`src/rtl/simt_scheduler.sv`:
```
// Per-core SIMT control FSM: sequences each instruction through the pipeline
// phases and serialises divergent threads by always running the lowest outstanding PC.
module simt_scheduler #(
  parameter int THREADS_PER_BLOCK = 4,
  parameter int PC_BITS           = 8,
  parameter int TC_BITS           = $clog2(THREADS_PER_BLOCK) + 1
) (
  input  logic                                          clk_i,
  input  logic                                          rst_ni,
  input  logic                                          start_i,
  input  logic [TC_BITS-1:0]                            thread_count_i,
  input  logic                                          dec_ret_i,
  input  logic [2:0]                                    fetcher_state_i,
  input  logic [THREADS_PER_BLOCK-1:0][1:0]             lsu_state_i,
  input  logic [THREADS_PER_BLOCK-1:0][PC_BITS-1:0]     next_pc_i,
  output logic [PC_BITS-1:0]                            current_pc_o,
  output logic [THREADS_PER_BLOCK-1:0]                  active_mask_o,
  output logic [2:0]                                    core_state_o,
  output logic                                          complete_o
);

  typedef enum logic [2:0] {
    S_IDLE    = 3'b000,
    S_FETCH   = 3'b001,
    S_DECODE  = 3'b010,
    S_REQUEST = 3'b011,
    S_WAIT    = 3'b100,
    S_EXECUTE = 3'b101,
    S_UPDATE  = 3'b110,
    S_DONE    = 3'b111
  } state_e;

  localparam logic [2:0] FETCHED = 3'b010;

  state_e                                       state_q, state_d;
  logic [PC_BITS-1:0]                           current_pc_q, current_pc_d;
  logic [THREADS_PER_BLOCK-1:0]                 active_mask_q, active_mask_d;
  logic                                         complete_q, complete_d;

  logic [THREADS_PER_BLOCK-1:0][PC_BITS-1:0]    thread_pc_q;
  logic [THREADS_PER_BLOCK-1:0]                 done_q;

  logic [THREADS_PER_BLOCK-1:0][PC_BITS-1:0]    cand_pc;
  logic [THREADS_PER_BLOCK-1:0]                 cand_ok;
  logic [THREADS_PER_BLOCK-1:0]                 sel_mask;
  logic [THREADS_PER_BLOCK-1:0]                 lane_busy;
  logic [THREADS_PER_BLOCK-1:0]                 lane_en;
  logic [PC_BITS-1:0]                           min_pc;
  logic                                         any_cand;
  logic                                         launch;
  logic                                         in_update;

  assign launch    = (state_q == S_IDLE) && start_i && (thread_count_i != '0);
  assign in_update = (state_q == S_UPDATE);

  for (genvar gi = 0; gi < THREADS_PER_BLOCK; gi++) begin : g_lane
    logic ret_lane;

    // Counts above the lane count simply enable every lane.
    assign lane_en[gi]   = 32'(thread_count_i) > 32'(gi);
    assign ret_lane      = active_mask_q[gi] & dec_ret_i;
    assign cand_pc[gi]   = (active_mask_q[gi] && !dec_ret_i) ? next_pc_i[gi] : thread_pc_q[gi];
    assign cand_ok[gi]   = ~done_q[gi] & ~ret_lane;
    assign sel_mask[gi]  = cand_ok[gi] && (cand_pc[gi] == min_pc);
    assign lane_busy[gi] = active_mask_q[gi] &&
                           ((lsu_state_i[gi] == 2'b01) || (lsu_state_i[gi] == 2'b10));

    always_ff @(posedge clk_i or negedge rst_ni) begin
      if (!rst_ni) begin
        thread_pc_q[gi] <= '0;
        done_q[gi]      <= 1'b1;
      end else if (launch) begin
        thread_pc_q[gi] <= '0;
        done_q[gi]      <= ~lane_en[gi];
      end else if (in_update && active_mask_q[gi]) begin
        if (dec_ret_i) done_q[gi] <= 1'b1;
        else           thread_pc_q[gi] <= next_pc_i[gi];
      end
    end
  end

  // Lowest PC among lanes still live after this update; ties reconverge.
  always_comb begin
    min_pc   = '1;
    any_cand = 1'b0;
    for (int i = 0; i < THREADS_PER_BLOCK; i++) begin
      if (cand_ok[i] && (!any_cand || (cand_pc[i] < min_pc))) begin
        min_pc   = cand_pc[i];
        any_cand = 1'b1;
      end
    end
  end

  always_comb begin
    state_d       = state_q;
    current_pc_d  = current_pc_q;
    active_mask_d = active_mask_q;
    complete_d    = complete_q;
    case (state_q)
      S_IDLE: begin
        if (start_i) begin
          if (thread_count_i == '0) begin
            state_d    = S_DONE;
            complete_d = 1'b1;
          end else begin
            state_d       = S_FETCH;
            current_pc_d  = '0;
            active_mask_d = lane_en;
          end
        end
      end
      S_FETCH:   if (fetcher_state_i == FETCHED) state_d = S_DECODE;
      S_DECODE:  state_d = S_REQUEST;
      S_REQUEST: state_d = S_WAIT;
      S_WAIT:    if (!(|lane_busy)) state_d = S_EXECUTE;
      S_EXECUTE: state_d = S_UPDATE;
      S_UPDATE: begin
        if (any_cand) begin
          state_d       = S_FETCH;
          current_pc_d  = min_pc;
          active_mask_d = sel_mask;
        end else begin
          state_d       = S_DONE;
          complete_d    = 1'b1;
          active_mask_d = '0;
        end
      end
      S_DONE:    state_d = S_DONE;
    endcase
  end

  always_ff @(posedge clk_i or negedge rst_ni) begin
    if (!rst_ni) begin
      state_q       <= S_IDLE;
      current_pc_q  <= '0;
      active_mask_q <= '0;
      complete_q    <= 1'b0;
    end else begin
      state_q       <= state_d;
      current_pc_q  <= current_pc_d;
      active_mask_q <= active_mask_d;
      complete_q    <= complete_d;
    end
  end

  assign current_pc_o  = current_pc_q;
  assign active_mask_o = active_mask_q;
  assign core_state_o  = state_q;
  assign complete_o    = complete_q;

endmodule

```
`config.mk`:
```
export PLATFORM = sky130hd
export DESIGN_NAME = simt_scheduler
export DESIGN_NICKNAME = d
export VERILOG_FILES = /design/src/rtl/simt_scheduler.sv
export SDC_FILE = /design/constraint.sdc
export NUM_CORES = 1
export LEC_CHECK = 0
export CORE_MARGIN = 3
export CORE_UTILIZATION = 35
export CTS_CLUSTER_DIAMETER = 100
export DETAILED_ROUTE_END_ITERATION = 6
export SKIP_LAST_GASP = 1
export SLEW_MARGIN = 20
export SYNTH_ARGS = -nofsm -noshare
export SYNTH_HDL_FRONTEND = slang
export SYNTH_SLANG_ARGS = --single-unit
```
`constraint.sdc`:
```
create_clock -name clk_i -period 15.9 [get_ports clk_i]
set_input_delay 1.59 -clock clk_i [delete_from_list [all_inputs] [get_ports clk_i]]
set_output_delay 1.59 -clock clk_i [all_outputs]
set_load 0.02 [all_outputs]
```
==> impl_metrics.json <==
{
  "vias": 3970,
  "syn_inst": 504,
  "r2r_start": "active_mask_o[0]",
  "holdBufCountCts": 0,
  "final.setup_skew_ns": 0.005281,
  "maxCapViolations": 0,
  "slowest_delay_ns": 0.86,
  "post_cts_buffers": 0,
  "firstDrtPassIters": 5,
  "syn-num-nets": 575,
  "async_flop_share": 1.000,
  "synth_top_area_share": 0.2900,
  "setup_viol": 0,
  "grt.overflow.total": 0,
  "reg2reg_to": "active_mask_o[0]",
  "n_antenna_cell": 0,
  "clockRootBuffer": "clkbuf_16",
  "cellPowerDensity_nw_per_um2": 264.8,
  "grt_pass1_wl_um": 20200,
  "die_area_sq_um": 13170,
  "holdPathEnd": "complete_o",
  "via_per_inst": 5.647,
  "ys_seq_area_frac": 0.3154,
  "min_from": "complete_o",
  "crit_start": "dec_ret_i",
  "ctsHtreeMaxLevel": 2,
  "gp_congestion": 0.9271,
  "arrival_ns": 10.28,
  "hold_path_depth": 1,
  "synthMostInstantiatedCell": "nand2_1",
  "cp-start-kind": "input port",
  "path_buf_inv": 2,
  "syn-cell-area_sq_um": 4141,
  "holdWs_ns": 0.4843,
  "syn_to_final_growth_pct": 22.39,
  "cts_tree": "done",
  "chipHeight_um": 114.8,
  "maxSlewHeadroom": 0.3609,
  "clock-sinks": 52,
  "grt_pass1_vias": 3821,
  "dieWidth_um": 114.8,
  "finalNonFillerCells": 703,
  "period_minus_slack_ns": 10.09,
  "place_inst": 695,
  "rsz0062_at_grt": "no",
  "r2r_slack_ns": 7.31,
  "initial_core_util": 0.3596,
  "yosys_warnings": 0,
  "slowest_stage": "nor2b_1",
  "ir_drop_mv": 0.1060,
  "numCtsBuffers": 5,
  "drt_iter0_markers": 346,
  "finalCritPeriodShare": 0.6345,
  "pin_count": 66,
  "avgSynthCellArea_sq_um": 8.217,
  "cts.repair.resized": 0,
  "drt_wl_total_um": 12570,
  "ys_top_cells_by_area": "dfrtp_1 29%, nand2_1 8.1%, a21oi_1 7.0%",
  "worstSetupEndpointType": "flop",
  "core_area_sq_um": 11520,
  "drive_gt1_frac": 0.06786,
  "finalHoldViolations": 0,
  "grt_antenna_before_repair": 0,
  "clock_latency_ns": 0.30,
  "ys_types": 52,
  "yosys.area.top_type": "dfrtp_1",
  "yosys-top-cells-count": "89 x nand2_1, 58 x a21oi_1, 48 x dfrtp_1",
  "synth-seq-cells": 52,
  "cts_buffer_depth": 2,
  "hpwl_um": 9704,
  "worst_pin_slew_ns": 0.9567,
  "critPathRequiredTime_ns": 16.09,
  "path_class": "in2reg",
  "drc_errors": 0,
  "report.power.total_w": 0.001342,
  "port_buffers": 65,
  "path_clk_slew_ns": 0.07,
  "fillers": 1148,
  "crit_fanout": 16,
  "r2r_cells": 27,
  "fin_util": 0.4401,
  "setup_tns_ns": 0,
  "max_freq_mhz": 99.13,
  "nNetsFinal": 630,
  "grt_usage": 0.1953,
  "rows": 39,
  "power.leakage_nw": 2.270,
  "ys.flop_type": "dfrtp_1",
  "status": "completed",
  "grt_max_degree": 53,
  "avgRoutedWirePerCell_um": 17.87,
  "drv_slew": 0,
  "hold_path_class": "reg2reg",
  "ant_nets": 0,
  "crit_family": "simple AND/OR/NAND/NOR gates",
  "synth-edff-count": 0
}
worst max-delay path by stage:
stage | slack, ns | cells after the start | to
after floorplan | 7.86 | 29 | active_mask_o[0]
final | 5.81 | 28 | active_mask_o[0]
after detailed placement | 5.75 | 28 | active_mask_o[0]
after global placement | 6.08 | 28 | active_mask_o[0]
after CTS | 6.02 | 28 | active_mask_o[0]
after global routing | 5.14 | 28 | active_mask_o[0]
final cells by class:
cell class                 count  area (sq um)  area share
multi-input combinational    408          2658      0.5243
tap                          143         178.9     0.03530
timing repair buffer          68         668.1      0.1318
inverter                      24         90.09     0.01777
clock inverter                 3         42.54    0.008393
sequential                    52          1306      0.2577
clock buffer                   5         125.1     0.02469
through the flow:
step | setup slack (ns) | instance area, sq um
floorplan | 7.859 | 4141
global placement | 6.079 | 4901
detailed placement | 5.753 | 4901
CTS | 6.024 | 5069
global route | 5.137 | 5069
finish | 5.812 | 5069
sequential cells by signal, indices dropped and copies added (netlist names):
signal	flops
active_mask_o	4
complete_o	1
core_state_o	3
current_pc_o	8
done_q	4
thread_pc_q	32
logic make-up (layout without fill, tap and decap cells):
| logic type | count (synthesis) | count (layout) | synth area share |
|---|---|---|---|
| AO/OA/AOI/OAI | 144 | 144 | 0.2115 |
| XOR/XNOR | 35 | 35 | 0.07402 |
| adder cells (fa/ha/maj) | 21 | 21 | 0.06344 |
| buffers and inverters | 44 | 100 | 0.04441 |
| flip-flops | 52 | 52 | 0.3154 |
| multiplexers | 43 | 43 | 0.1139 |
| AND/OR/NAND/NOR | 165 | 165 | 0.1773 |
layout by cell type (no fill, tap or decap), types with 6 or more instances in the layout:
cell             count
nand2_1             89
o21ai_0             22
o21ai_1              6
xnor2_1             24
dfrtp_1             48
clkdlybuf4s50_1     64
nand3_1             15
o22ai_1             12
mux2i_1             27
mux2_2              12
nor3_1               8
ha_1                21
xor2_1              11
a21oi_1             58
inv_1               24
nor2_1              22
a21o_1               8
routing by layer:
metal,part of all wire,up-vias,track usage
met4,0.030,0,0.07042
met3,0.067,32,0.03105
met1,0.46,1868,0.2767
li1,-,1913,-
met2,0.44,157,0.3023
met5,0,-,0
power by group:
group,total (W),internal (W),switching (W)
Clock,0.000127,0.0000741,0.0000525
Combinational,0.000978,0.000400,0.000578
Sequential,0.000238,0.000188,0.0000499
Total,0.00134,0.000661,0.000681
No activity file was read; power rests on OpenSTA's default activity.
